File: config.mk
export PLATFORM = sky130hd
export DESIGN_NAME = instr_fetch
export DESIGN_NICKNAME = d
export VERILOG_FILES = /design/src/rtl/instr_fetch_pkg.sv /design/src/rtl/instr_fetch.sv
export SDC_FILE = /design/constraint.sdc
export NUM_CORES = 1
export LEC_CHECK = 0
export CAP_MARGIN = 20
export CELL_PAD_IN_SITES_DETAIL_PLACEMENT = 0
export CELL_PAD_IN_SITES_GLOBAL_PLACEMENT = 1
export CORE_MARGIN = 4
export CORE_UTILIZATION = 34
export DETAILED_ROUTE_END_ITERATION = 7
export PLACE_DENSITY_LB_ADDON = 0.05
export REMOVE_ABC_BUFFERS = 1
export SLEW_MARGIN = 20
export SYNTH_ARGS = -nofsm -noshare
export SYNTH_HDL_FRONTEND = slang
export SYNTH_SLANG_ARGS = --single-unit
File: constraint.sdc
create_clock -name clk -period 1.7 [get_ports clk]
set_input_delay 0.255 -clock clk [delete_from_list [all_inputs] [get_ports clk]]
set_output_delay 0.255 -clock clk [all_outputs]
set_load 0.01 [all_outputs]
File: src/rtl/instr_fetch_pkg.sv
// Shared definitions for the instruction fetch stage: fetch-state encoding,
// the canonical NOP word and the default boot address.
package instr_fetch_pkg;

  typedef logic [1:0] fetch_state_t;

  localparam fetch_state_t ST_IDLE  = 2'd0;
  localparam fetch_state_t ST_FETCH = 2'd1;
  localparam fetch_state_t ST_HOLD  = 2'd2;
  localparam fetch_state_t ST_DROP  = 2'd3;

  // addi x0, x0, 0
  localparam logic [31:0] NOP_INSTR        = 32'h0000_0013;
  localparam logic [31:0] DEFAULT_RESET_PC = 32'h0000_0000;

  function automatic logic [31:0] align_target(input logic [31:0] pc);
    return {pc[31:2], 2'b00};
  endfunction

endpackage

File: src/rtl/instr_fetch.sv
// Instruction fetch stage: issues one word fetch at a time, buffers the result
// for decode and handles redirects, including ones that arrive mid-request.
module instr_fetch
  import instr_fetch_pkg::*;
#(
  parameter logic [31:0] RESET_PC = DEFAULT_RESET_PC
) (
  input  logic        clk,
  input  logic        reset_n,
  output logic        imem_req,
  output logic [31:0] imem_addr,
  input  logic        imem_ready,
  input  logic [31:0] imem_rdata,
  output logic        instr_valid,
  output logic [31:0] instrCode,
  output logic [31:0] instr_pc,
  input  logic        instr_ready,
  input  logic        redirect,
  input  logic [31:0] redirect_pc
);

  fetch_state_t state_q, state_d;
  logic [31:0]  pc_q, pc_d;
  logic [31:0]  pend_q, pend_d;
  logic         valid_q, valid_d;
  logic [31:0]  code_q, code_d;
  logic [31:0]  ipc_q, ipc_d;
  logic [31:0]  target;

  assign target      = align_target(redirect_pc);
  assign imem_req    = (state_q == ST_FETCH) || (state_q == ST_DROP);
  assign imem_addr   = pc_q;
  assign instr_valid = valid_q;
  assign instrCode   = code_q;
  assign instr_pc    = ipc_q;

  always_comb begin
    state_d = state_q;
    pc_d    = pc_q;
    pend_d  = pend_q;
    valid_d = valid_q;
    code_d  = code_q;
    ipc_d   = ipc_q;
    case (state_q)
      ST_IDLE: begin
        state_d = ST_FETCH;
      end
      ST_FETCH: begin
        if (imem_ready) begin
          if (redirect) begin
            pc_d = target;
          end else begin
            code_d  = imem_rdata;
            ipc_d   = pc_q;
            valid_d = 1'b1;
            state_d = ST_HOLD;
          end
        end else if (redirect) begin
          // The request cannot be withdrawn, so park the target until it completes
          pend_d  = target;
          state_d = ST_DROP;
        end
      end
      ST_HOLD: begin
        if (redirect) begin
          valid_d = 1'b0;
          code_d  = NOP_INSTR;
          pc_d    = target;
          state_d = ST_FETCH;
        end else if (instr_ready) begin
          valid_d = 1'b0;
          code_d  = NOP_INSTR;
          pc_d    = pc_q + 32'd4;
          state_d = ST_FETCH;
        end
      end
      ST_DROP: begin
        if (redirect) begin
          pend_d = target;
        end
        if (imem_ready) begin
          pc_d    = redirect ? target : pend_q;
          state_d = ST_FETCH;
        end
      end
      default: begin
        state_d = ST_IDLE;
      end
    endcase
  end

  always_ff @(posedge clk or negedge reset_n) begin
    if (!reset_n) begin
      state_q <= ST_IDLE;
      pc_q    <= RESET_PC;
      pend_q  <= RESET_PC;
      valid_q <= 1'b0;
      code_q  <= NOP_INSTR;
      ipc_q   <= RESET_PC;
    end else begin
      state_q <= state_d;
      pc_q    <= pc_d;
      pend_q  <= pend_d;
      valid_q <= valid_d;
      code_q  <= code_d;
      ipc_q   <= ipc_d;
    end
  end

endmodule

==> impl_metrics.json <==
{
  "status": "finished with violations",
  "failed_checks": "negative setup slack",
  "cp-start-kind": "flip-flop",
  "fin_crit_ns": 1.714,
  "critical_path_buf_inv_count": 3,
  "grt_antenna_before_repair": 0,
  "rrSetupSlack_ns": -0.01,
  "ys_seq_elements": 131,
  "ys_seq_area_frac": 0.5184,
  "die_area_sq_um": 20870,
  "first_global_vias": 6088,
  "critPathArrivalTime_ns": 2.01,
  "layout_setup_ws_ns": -0.01394,
  "synthFlopType": "dfrtp_1",
  "yosys.area.top_type_share": 0.5059,
  "ys_types": 60,
  "gp_congestion": 0.8662,
  "ys_warn_count": 0,
  "clock-sinks": 131,
  "p_leak_nw": 4.605,
  "syn2layout_area_growth_pct": 57.94,
  "drt-initial-drc-count": 365,
  "hold_viol": 0,
  "cap_violations": 0,
  "htreeDepth": 4,
  "cp_max_fo": 4,
  "path_class": "flip-flop to flip-flop",
  "grtUsageTotal": 0.1986,
  "grt_first_pass_wirelength_microns": 32290,
  "syn_inst": 634,
  "placed_cells": 1084,
  "vias": 5918,
  "synth.avg_cell_area_sq_um": 9.986,
  "fp.dieW_microns": 144.5,
  "grt_overflow": 0,
  "synth_edf_count": 0,
  "first_pass_iters": 4,
  "drc_errors": 0,
  "finalNetCount": 973,
  "routed_wl_microns": 20900,
  "reg2regPathDepth": 9,
  "slowest_delay_ns": 0.39,
  "p_per_area_nw_per_um2": 1281,
  "clock-skew-final_ns": 0.007657,
  "r2r_end": "imem_addr[26]$_DFFE_PN0P_",
  "clkTransAtPathRegs_ns": 0.06,
  "report.final.slew_viol_count": 0,
  "place_ws_ns": -0.2996,
  "totalPowerFinal_mw": 12.81,
  "boundaryPins": 167,
  "via_per_inst": 5.169,
  "num_rows": 49,
  "setup_viol": 2,
  "mostFrequentLayoutCell": "nand2_1",
  "critPathTopFamily": "simple AND/OR/NAND/NOR gates",
  "crit_cells": 9,
  "core_area_sq_um": 18150,
  "grt_max_degree": 42,
  "hold_class": "primary input to async pin",
  "n_antenna_cell": 0,
  "finalCritPeriodShare": 1.008,
  "syn_area_sq_um": 6331,
  "cts_root_buf": "clkbuf_16",
  "yosysTopAreaCell": "dfrtp_1",
  "timing.rr.start": "imem_addr[3]$_DFFE_PN0P_",
  "drive_above_1_share": 0.2620,
  "rsz0062_at_grt": "true",
  "relSlewSlack": 0.7080,
  "die_y_microns": 144.5,
  "ys_top_cells_by_area": "dfrtp_1 (51%), nand2_1 (7.9%), mux2_2 (4.8%), a22o_1 (4.7%), o21ai_0 (3.3%)",
  "cp_slowest_cell": "dfrtp_1",
  "endpoint_kind": "flip-flop",
  "ant_nets": 0,
  "cts_buffers": 17,
  "hpwl_microns": 14710,
  "crit_path_cell_trace": "buf_6 -> ha_4 -> nand4_4 -> nor4_4 -> buf_4 -> buf_12 -> nand4_1 -> xor2_1 -> o21ai_1",
  "wl_per_cell_microns": 18.25,
  "tns_ns": -0.02407,
  "worst_pin_slew_ns": 0.4380,
  "synthArstFlopShare": 1.000,
  "layout_common_cells": "nand2_1 (134), clkdlybuf4s50_1 (130), dfrtp_1 (124)",
  "ir_drop_uv": 700.2,
  "critPathCapture": "imem_addr[26]$_DFFE_PN0P_",
  "fin_cells": 1145,
  "critPathLaunch": "imem_addr[3]$_DFFE_PN0P_",
  "port_buffers": 164,
  "cp.required_ns": 2.00,
  "clkLatencyLatePin_ns": 0.41,
  "clk_path_buf_depth": 2,
  "initial_core_util": 0.3489,
  "fmax_mhz": 583.5,
  "cts_tree": "done"
}
## area by class of cell
| cell class | count | area (sq um) |
|---|---|---|
| Inverter | 7 | 26.28 |
| Tap cell | 229 | 286.5 |
| Sequential cell | 131 | 3287 |
| Clock buffer | 20 | 456.7 |
| Fill cell | 1602 | 8148 |
| Multi-Input combinational cell | 447 | 2893 |
| Timing Repair Buffer | 299 | 2895 |
| Clock inverter | 12 | 155.1 |
## stage by stage
stage / hold slack, ns / cell area (sq um) / utilization
floorplan: -0.04059 / 6060 / -
global placement: 0.2106 / 8956 / 0.4935
detailed placement: 0.2113 / 8956 / 0.4935
CTS: 0.3310 / 9635 / 0.5310
global route: 0.3659 / 10000 / 0.5510
finish: 0.3289 / 10000 / 0.5510
## layer usage
layer,track usage,part of all wire,up-vias
met5,0,0,-
met4,0.06382,0.019,0
met3,0.05324,0.064,26
met2,0.3165,0.47,176
met1,0.2644,0.45,2912
li1,-,-,2804
## Yosys cell counts (all sizes together) (5+ instances only)
cell type	instances
a221oi	8
a32oi	7
dfrtp	128
o21a	5
nand4	15
o21ai	50
nand2	134
buf	35
nor2	27
nand3	24
mux2	31
nand2b	5
a21oi	29
and3	7
clkbuf	14
nor3	5
a22o	34
a31oi	8
xor2	12
inv	7
## sequential cells by signal, indices dropped and copies added (netlist names)
signal / flops
instr_valid: 1
instrCode: 32
pend_q: 32
imem_addr: 32
state_q: 2
instr_pc: 32
## kinds of logic (layout without fill, tap and decap cells)
family                     after synthesis  after routing  share of synthesized area
and+or+nand+nor                        234            234                     0.1765
muxes                                   32             32                    0.05672
adders and majority gates                1              1                   0.001976
AOI/OAI and AO/OA                      167            167                     0.1814
xor gates and xnor gates                13             13                    0.01798
DFF                                    131            131                     0.5184
buffers and inverters                   56            338                    0.04703
## report_power, final
part           internal [mW]  switching, mW  leakage, nW  total, mW
combinational           2.49           2.02         2.70       4.51
clock                   2.39           1.42        0.296       3.81
sequential              3.97          0.524         1.61       4.49
total                   8.84           3.97         4.60       12.8
## worst min path at each step
stage,start,endpoint,slack (ns),cells past startpoint
floorplan,reset_n,imem_addr[0]$_DFFE_PN0P_,-0.04,0
global placement,reset_n,instr_pc[11]$_DFFE_PN0P_,0.21,1
detailed placement,reset_n,instr_pc[10]$_DFFE_PN0P_,0.21,1
CTS,reset_n,instr_pc[10]$_DFFE_PN0P_,0.33,2
global route,reset_n,instr_pc[10]$_DFFE_PN0P_,0.37,2
finish,reset_n,instr_pc[10]$_DFFE_PN0P_,0.33,2
## timing repair
| item | in CTS | in global routing |
|---|---|---|
| hold buffers | 1 | 0 |
| pin swaps | 4 | 6 |
| resized for setup | 39 | 49 |
| gates cloned | 0 | 5 |
| setup endpoints to repair | 45 | 58 |
| setup buffers | 7 | 16 |
| hold endpoints to repair | 33 | 0 |
Note: power is estimated with default switching activity, not from simulation.
